`src/rtl/rv_level_fifo_pkg.sv`:
```
// Shared width helpers and status bundle for rv_level_fifo.
// Optional high-water tracking is enabled with RV_FIFO_PEAK_EN.
package rv_fifo_pkg;

  function automatic int addr_w(input int depth);
    return (depth > 1) ? $clog2(depth) : 1;
  endfunction

  function automatic int lvl_w(input int depth);
    return $clog2(depth + 1);
  endfunction

  typedef struct packed {
    logic empty;
    logic full;
    logic almost_full;
    logic almost_empty;
  } fifo_status_t;

endpackage

```
`src/rtl/rv_level_fifo_mem.sv`:
```
// DEPTH x DATA_W storage, one write port, one read port.
// Read data is registered and returns old contents on a same-address write.
module rv_fifo_mem #(
  parameter int DATA_W = 8,
  parameter int DEPTH  = 10,
  parameter int ADDR_W = 4
) (
  input  logic              clock_port,
  input  logic              we,
  input  logic [ADDR_W-1:0] waddr,
  input  logic [DATA_W-1:0] wdata,
  input  logic [ADDR_W-1:0] raddr,
  output logic [DATA_W-1:0] rdata
);

  logic [DATA_W-1:0] ram [DEPTH];

  always_ff @(posedge clock_port) begin
    if (we) ram[waddr] <= wdata;
    rdata <= ram[raddr];
  end

endmodule

```
`src/rtl/rv_level_fifo.sv`:
```
// Parametrised ready/valid FIFO with flush, fill level and threshold flags.
// Define RV_FIFO_PEAK_EN to add the peak_level high-water output.
module rv_level_fifo
  import rv_fifo_pkg::*;
#(
  parameter int DATA_W       = 8,
  parameter int DEPTH        = 10,
  parameter int AF_THRESHOLD = 8,
  parameter int AE_THRESHOLD = 2
) (
  input  logic                      clock_port,
  input  logic                      reset_port,
  input  logic [DATA_W-1:0]         input_port_data,
  input  logic                      input_port_valid,
  output logic                      input_port_ready,
  output logic [DATA_W-1:0]         output_port_data,
  output logic                      output_port_valid,
  input  logic                      output_port_ready,
  input  logic                      clear,
`ifdef RV_FIFO_PEAK_EN
  output logic [lvl_w(DEPTH)-1:0]   peak_level,
`endif
  output logic [lvl_w(DEPTH)-1:0]   level,
  output logic                      almost_full,
  output logic                      almost_empty
);

  localparam int ADDR_W = addr_w(DEPTH);
  localparam int LVL_W  = lvl_w(DEPTH);

  localparam logic [ADDR_W-1:0] LAST   = ADDR_W'(DEPTH - 1);
  localparam logic [LVL_W-1:0]  AF_LVL = LVL_W'(AF_THRESHOLD);
  localparam logic [LVL_W-1:0]  AE_LVL = LVL_W'(AE_THRESHOLD);

  logic [ADDR_W-1:0] push_addr_q, push_addr_d;
  logic [ADDR_W-1:0] pop_addr_q, pop_addr_d;
  logic              looped_q, looped_d;
  logic              empty_q, empty_d;
  logic              full_q, full_d;
  logic [LVL_W-1:0]  level_q, level_d;
  logic              fwd_sel_q, fwd_sel_d;
  logic [DATA_W-1:0] fwd_data_q;
  logic [DATA_W-1:0] mem_rdata;
  logic              push, pop;
  fifo_status_t      status;

  // clear discards any transfer offered in the same cycle
  assign push = input_port_valid & ~full_q & ~clear;
  assign pop  = output_port_ready & ~empty_q & ~clear;

  always_comb begin
    push_addr_d = push_addr_q;
    pop_addr_d  = pop_addr_q;
    looped_d    = looped_q;
    level_d     = level_q;
    if (clear) begin
      push_addr_d = '0;
      pop_addr_d  = '0;
      looped_d    = 1'b0;
      level_d     = '0;
    end else begin
      if (push) begin
        if (push_addr_q == LAST) begin
          push_addr_d = '0;
          looped_d    = ~looped_d;
        end else begin
          push_addr_d = push_addr_q + ADDR_W'(1);
        end
      end
      if (pop) begin
        if (pop_addr_q == LAST) begin
          pop_addr_d = '0;
          looped_d   = ~looped_d;
        end else begin
          pop_addr_d = pop_addr_q + ADDR_W'(1);
        end
      end
      unique case (1'b1)
        push & ~pop: level_d = level_q + LVL_W'(1);
        pop & ~push: level_d = level_q - LVL_W'(1);
        default:     level_d = level_q;
      endcase
    end
    empty_d   = (push_addr_d == pop_addr_d) & ~looped_d;
    full_d    = (push_addr_d == pop_addr_d) & looped_d;
    // head next cycle is the word being written now
    fwd_sel_d = push & (push_addr_q == pop_addr_d);
  end

  always_ff @(posedge clock_port or posedge reset_port) begin
    if (reset_port) begin
      push_addr_q <= '0;
      pop_addr_q  <= '0;
      looped_q    <= 1'b0;
      empty_q     <= 1'b1;
      full_q      <= 1'b0;
      level_q     <= '0;
      fwd_sel_q   <= 1'b0;
    end else begin
      push_addr_q <= push_addr_d;
      pop_addr_q  <= pop_addr_d;
      looped_q    <= looped_d;
      empty_q     <= empty_d;
      full_q      <= full_d;
      level_q     <= level_d;
      fwd_sel_q   <= fwd_sel_d;
    end
  end

  always_ff @(posedge clock_port) begin
    fwd_data_q <= input_port_data;
  end

  rv_fifo_mem #(
    .DATA_W (DATA_W),
    .DEPTH  (DEPTH),
    .ADDR_W (ADDR_W)
  ) u_mem (
    .clock_port (clock_port),
    .we         (push),
    .waddr      (push_addr_q),
    .wdata      (input_port_data),
    .raddr      (pop_addr_d),
    .rdata      (mem_rdata)
  );

  assign status.empty        = empty_q;
  assign status.full         = full_q;
  assign status.almost_full  = (level_q >= AF_LVL);
  assign status.almost_empty = (level_q <= AE_LVL);

  assign input_port_ready  = ~status.full;
  assign output_port_valid = ~status.empty;
  assign output_port_data  = fwd_sel_q ? fwd_data_q : mem_rdata;
  assign level             = level_q;
  assign almost_full       = status.almost_full;
  assign almost_empty      = status.almost_empty;

`ifdef RV_FIFO_PEAK_EN
  logic [LVL_W-1:0] peak_q, peak_d;

  always_comb begin
    peak_d = peak_q;
    if (clear)                 peak_d = '0;
    else if (level_d > peak_q) peak_d = level_d;
  end

  always_ff @(posedge clock_port or posedge reset_port) begin
    if (reset_port) peak_q <= '0;
    else            peak_q <= peak_d;
  end

  assign peak_level = peak_q;
`endif

endmodule
```
`config.mk`:
```
export PLATFORM = sky130hd
export DESIGN_NAME = rv_level_fifo
export DESIGN_NICKNAME = d
export VERILOG_FILES = /design/src/rtl/rv_level_fifo_pkg.sv /design/src/rtl/rv_level_fifo_mem.sv /design/src/rtl/rv_level_fifo.sv
export SDC_FILE = /design/constraint.sdc
export NUM_CORES = 1
export LEC_CHECK = 0
export CORE_MARGIN = 5
export CORE_UTILIZATION = 42
export DETAILED_ROUTE_END_ITERATION = 6
export PLACE_DENSITY_LB_ADDON = 0.2
export SYNTH_ARGS = -nofsm -noshare
export SYNTH_HDL_FRONTEND = slang
export SYNTH_SLANG_ARGS = --single-unit
```
`constraint.sdc`:
```
create_clock -name clock_port -period 4 [get_ports clock_port]
set_input_delay 0.8 -clock clock_port [delete_from_list [all_inputs] [get_ports clock_port]]
set_output_delay 0.8 -clock clock_port [all_outputs]
set_load 0.02 [all_outputs]
```
-- Word-level counts from Yosys, hierarchy flattened
Memory sizes are Yosys's and may differ from the RTL's. A register that Yosys moved wholly into a read port is not among the register bits.
Index checks and enable logic that the tools add are counted.
- bits in registers: 24
- bits in latches: 0
- RAM bits: 80
- memory bits (read-only): 0
- bits of input ports: 13
- output and inout bits: 16
- memories: 1
- $add $sub $neg: 4
- $mul: 0
- divide/modulo/power cells: 0
- $lt $le $gt $ge: 2
- equality and inequality tests: 4
- shifts and indexed selects: 0
- multiplexer cells: 17
- bitwise operators: 17
- reductions and logical operators: 1
- memories (memory ; depth ; bits a word ; read ports ; clocked after memory_dff ; write ports ; RTL line ; text):
    u_mem.ram ; 10 ; 8 ; 1 ; 1 ; 1 ; rv_level_fifo_mem.sv:16 ; logic [DATA_W-1:0] ram [DEPTH];
- operators by type and width (kind ; count):
    2-to-1 mux 4 bit ; 7
    adder 4 x 1 -> 4 bit, second input constant ; 3
    AND 1 bit ; 9
    == test 4 bit ; 2
    == test 4 bit, second input constant ; 2
    2-to-1 mux 1 bit ; 8
    2-to-1 mux 8 bit ; 1
    inverter 1 bit ; 8
    one-hot mux 4 bit (2 select lines) ; 1
    greater-or-equal comparator 4 bit, second input constant ; 1
    less-or-equal comparator 4 x 2 -> 1 bit, second input constant ; 1
    subtractor 4 x 1 -> 4 bit, second input constant ; 1
    nonzero test 3 bit ; 1

-- Longest topological paths before layout
- depth after elaboration: 11
- depth in mapped cells: 10

-- Cells and area by module
From an unflattened synthesis, not the netlist that was laid out.
- cell total of the unflattened synthesis: 314
- area, all modules: 4700.8 um^2
- modules (own cells, without submodules) (module ; times used ; cells an instance ; area an instance (um^2) ; sequential area each (um^2)):
    rv_fifo_mem ; 1 ; 189 ; 3402.0 ; 2562.5
    rv_level_fifo ; 1 ; 125 ; 1298.7 ; 561.8

-- Least setup slack after synthesis
Ideal clock, no wire load.
- kind: input-to-reg
- from: in clear
- to: mem u_mem.ram[0][0], enable pin
- library setup time: 383 ps
- arrival time: 2302 ps
- required time: 3617 ps
- slack: 1315 ps
- cell stages on the path: 4
- path buffers: 2
- cells stage by stage: buf_2 > clkbuf_1 > or4_1 > nor3_1
- longest elaborated chain between the ends: 4
- RTL lines (what ; RTL line ; text):
    start: declaration ; rv_level_fifo.sv:19 ; input logic clear,
    inverter 1 bit ; rv_level_fifo.sv:48 ; assign push = input_port_valid & ~full_q & ~clear;
    AND 1 bit ; rv_level_fifo.sv:48 ;
    2-to-1 mux 1 bit ; rv_level_fifo_mem.sv:19 ; if (we) ram[waddr] <= wdata;
    2-to-1 mux 1 bit (not written as such) ; rv_level_fifo_mem.sv:19 ;
    end: declaration ; rv_level_fifo_mem.sv:16 ;
Every way passes these cells.

-- Final worst setup path
- from: in clear
- to: mem u_mem.ram[5][5], enable pin
Same word-level chain as after synthesis.

==> run summary <==
Final core area utilization - 49.10%
CTS tree - yes
Tmin final - 2.956 ns
Slowest-stage cell, CP - clkdlybuf4s50_1
Cts-stage hold buffer count - 0
Max Slew Vio Count - 0
Die Area - 0.01363 sq mm
First-pass GRT wire length - 14.68 mm
Initial antenna violation count - 0
Hold depth - 3
Clk Latency, worst-skew pair - 0.35 ns
Die extent in x - 116.7 um
Commonest non-fill, non-tap cell in the layout - edfxtp_1
Yosys cell types - 56
Vias post-DR - 2713
WS Path Type - input port to register
Async SR Flop Fraction - 14.29%
WL/cell - 17.65 um
Seq/Total Area, Yosys - 65.28%
Die height - 116.7 um
Hold path startpoint - u_mem.ram[9][5]
DP Worst Slack - 0.6950 ns
Mapped cell area - 0.004786 sq mm
Max frequency - 0.3383 GHz
Final Routed Wirelength - 9.178 mm
CP cell instances - clkdlybuf4s50_1 -> nand4bb_1 -> or2_2 -> nor2_1
CORE AREA - 0.01127 sq mm
FF-to-FF Start - pop_addr_q[1]
Max Clock Skew - 0.007364 ns
Synth warnings - 0
Drt initial violations - 136
CP startpoint kind - input port
Area share of the largest cell type after synthesis - 50.20%
Via-to-Cell Ratio - 5.217
Crit path max-delay family - simple AND/OR/NAND/NOR gates
Worst Path Arrival - 2.94 ns
Critical Path Max Stage Delay - 0.71 ns
Leak - 2.092 nW
Power Dens Cells - 475.9 mW/mm^2
Gpl congestion - 0.7192
Setup TNS Final - 0 ns
Commonest cells after routing, fill and taps aside - 80 x edfxtp_1, 44 x nand2_1, 28 x clkdlybuf4s50_1
Total GRT Usage - 14.35%
Antenna cells - 0
Layout area overhead - 15.63%
Worst setup margin - 1.044 ns
Largest net degree at the start of global routing - 21
Initial Utilization - 42.46%
Seq cells post-synth - 112
Final instance area - 0.005534 sq mm
# DRC - 0
Unrepaired setup endpoints after global routing - false
R2R Setup Slk - 1.46 ns
Hold path endpoint - u_mem.rdata[5]
Routed Antenna Nets - 0
CTS clock-pin slew for the worst setup and hold paths - 0.07 ns
Synth area leaders - edfxtp_1 50%, dfrtp_1 7.8%, dfxtp_1 6.7%, mux2_2 3.5%, nand2_1 3.5%
Synth Flop Type - edfxtp_1
Hold Crit Class - register to register
Hold Fails Final Rpt - 0
Crit end category - register
I/O Buffers - 28
Hold_ws - 0.5908 ns
CTS buffer count - 9
Root buf cell - clkbuf_16
Endpoints failing setup - 0
Nets@finish - 389
Syn Inst Count - 341
# rows - 39
Share of cells above drive strength 1 - 16.45%
Fillers - 964
Status - completed
FF-to-FF path depth - 9
Setup Buffers After CTS - 0
Post-route clock period utilization - 73.90%
Pre-Repair DR Iteration Count - 4
Worst Tran Pin Value - 0.7447 ns
CTS max path bufs - 2
Reg2reg end - u_mem.rdata[6]
CP required - 3.98 ns
Max-Cap Viols - 0
Post-CTS sizing - 0
Clock H-tree levels - 3
Critical-path maximum fanout - 15
Worst vdd ir - 0.2115 mV
Syn avg cell area - 14.03 sq um
Mapped Nets - 358
CP Depth - 4
Synth area leader - edfxtp_1
EDFF count, synth - 80
HPWL Detailed - 6.288 mm
Critical path buffers and inverters - 1
Number of global-route vias before repair - 2639
IO Pins - 29
Clk sinks - 112
Slew Limit Headroom - 50.17%
Overflow after GRT - 0
Placed Area - 0.005196 sq mm
final cells by class:
| class | instances | area [sq um] | area share [%] |
|---|---|---|---|
| clock buffer | 9 | 225.2 | 4.070 |
| timing repair buffer | 37 | 347.8 | 6.285 |
| tap | 143 | 178.9 | 3.233 |
| inverter | 6 | 23.77 | 0.4296 |
| clock inverter | 7 | 112.6 | 2.035 |
| multi-input combinational | 206 | 1521 | 27.49 |
| sequential | 112 | 3124 | 56.45 |
worst max path at each step:
stage	slack, ns	startpoint	to
2_1_floorplan	1.31	clear	u_mem.ram[0][0]
3_3_place_gp	0.72	output_port_ready	u_mem.rdata[2]
3_5_place_dp	0.69	clear	u_mem.ram[5][5]
4_1_cts	1.07	clear	u_mem.ram[5][5]
5_1_grt	0.90	clear	u_mem.ram[5][0]
6_report	1.04	clear	u_mem.ram[5][5]
where the power goes:
part | leakage [nW] | internal (mW) | switching, mW | total, mW
Clock | 0.161 | 0.563 | 0.425 | 0.988
Combinational | 0.858 | 0.153 | 0.183 | 0.336
Sequential | 1.07 | 1.28 | 0.0276 | 1.31
cells by family (layout without fill, tap and decap cells):
family	after synthesis	in the layout	synth area share, %
compound gates	41	41	8.130
xor+xnor	16	16	2.928
fa+ha+maj	4	4	1.046
buf+inv	23	59	2.928
flops	112	112	65.28
mux	28	28	6.536
simple gates	117	117	13.15
per-layer routing:
metal | vias up | track usage (%) | share of wire [%]
li1 | 1323 | - | -
met1 | 1329 | 21.73 | 49
met2 | 49 | 20.82 | 45
met3 | 12 | 2.021 | 4.5
met4 | 0 | 5.657 | 1.8
met5 | - | 0 | 0
metrics by stage:
step	total power, mW	std cells
finish	2.634	520
global route	2.742	520
CTS	2.664	520
detailed placement	1.678	504
global placement	1.673	504
floorplan	1.570	341
Yosys cell counts, types with 2 or more instances:
cell type	instances
inv_1	5
dfxtp_1	16
ha_1	4
a31oi_1	2
a32o_1	8
nor4_1	2
and2_1	9
nor2_1	20
clkbuf_1	6
a211oi_1	9
nor2b_1	3
or4_1	2
buf_2	5
nand2b_1	5
and3_1	8
buf_6	2
nand2_1	44
edfxtp_1	80
nand3b_4	2
dfrtp_1	15
mux2i_1	11
xnor2_1	8
mux2_2	15
a21oi_1	5
o41ai_2	8
nor3_1	5
nand3_1	5
nor3_2	2
xor2_1	8
registers in the layout, indices dropped and copies added (netlist names):
register and flops:
empty_q 1, full_q 1, fwd_data_q 8, fwd_sel_q 1, level 4, looped_q 1
pop_addr_q 4, push_addr_q 4, u_mem.ram 80, u_mem.rdata 8
tightest hold or removal path, cell delays in order, from the launching register on:
cell and delay [ns]:
edfxtp_1 0.32, mux2_1 0.13, nand2_1 0.07, o41ai_2 0.05
Power figures use the tool's default switching activity.
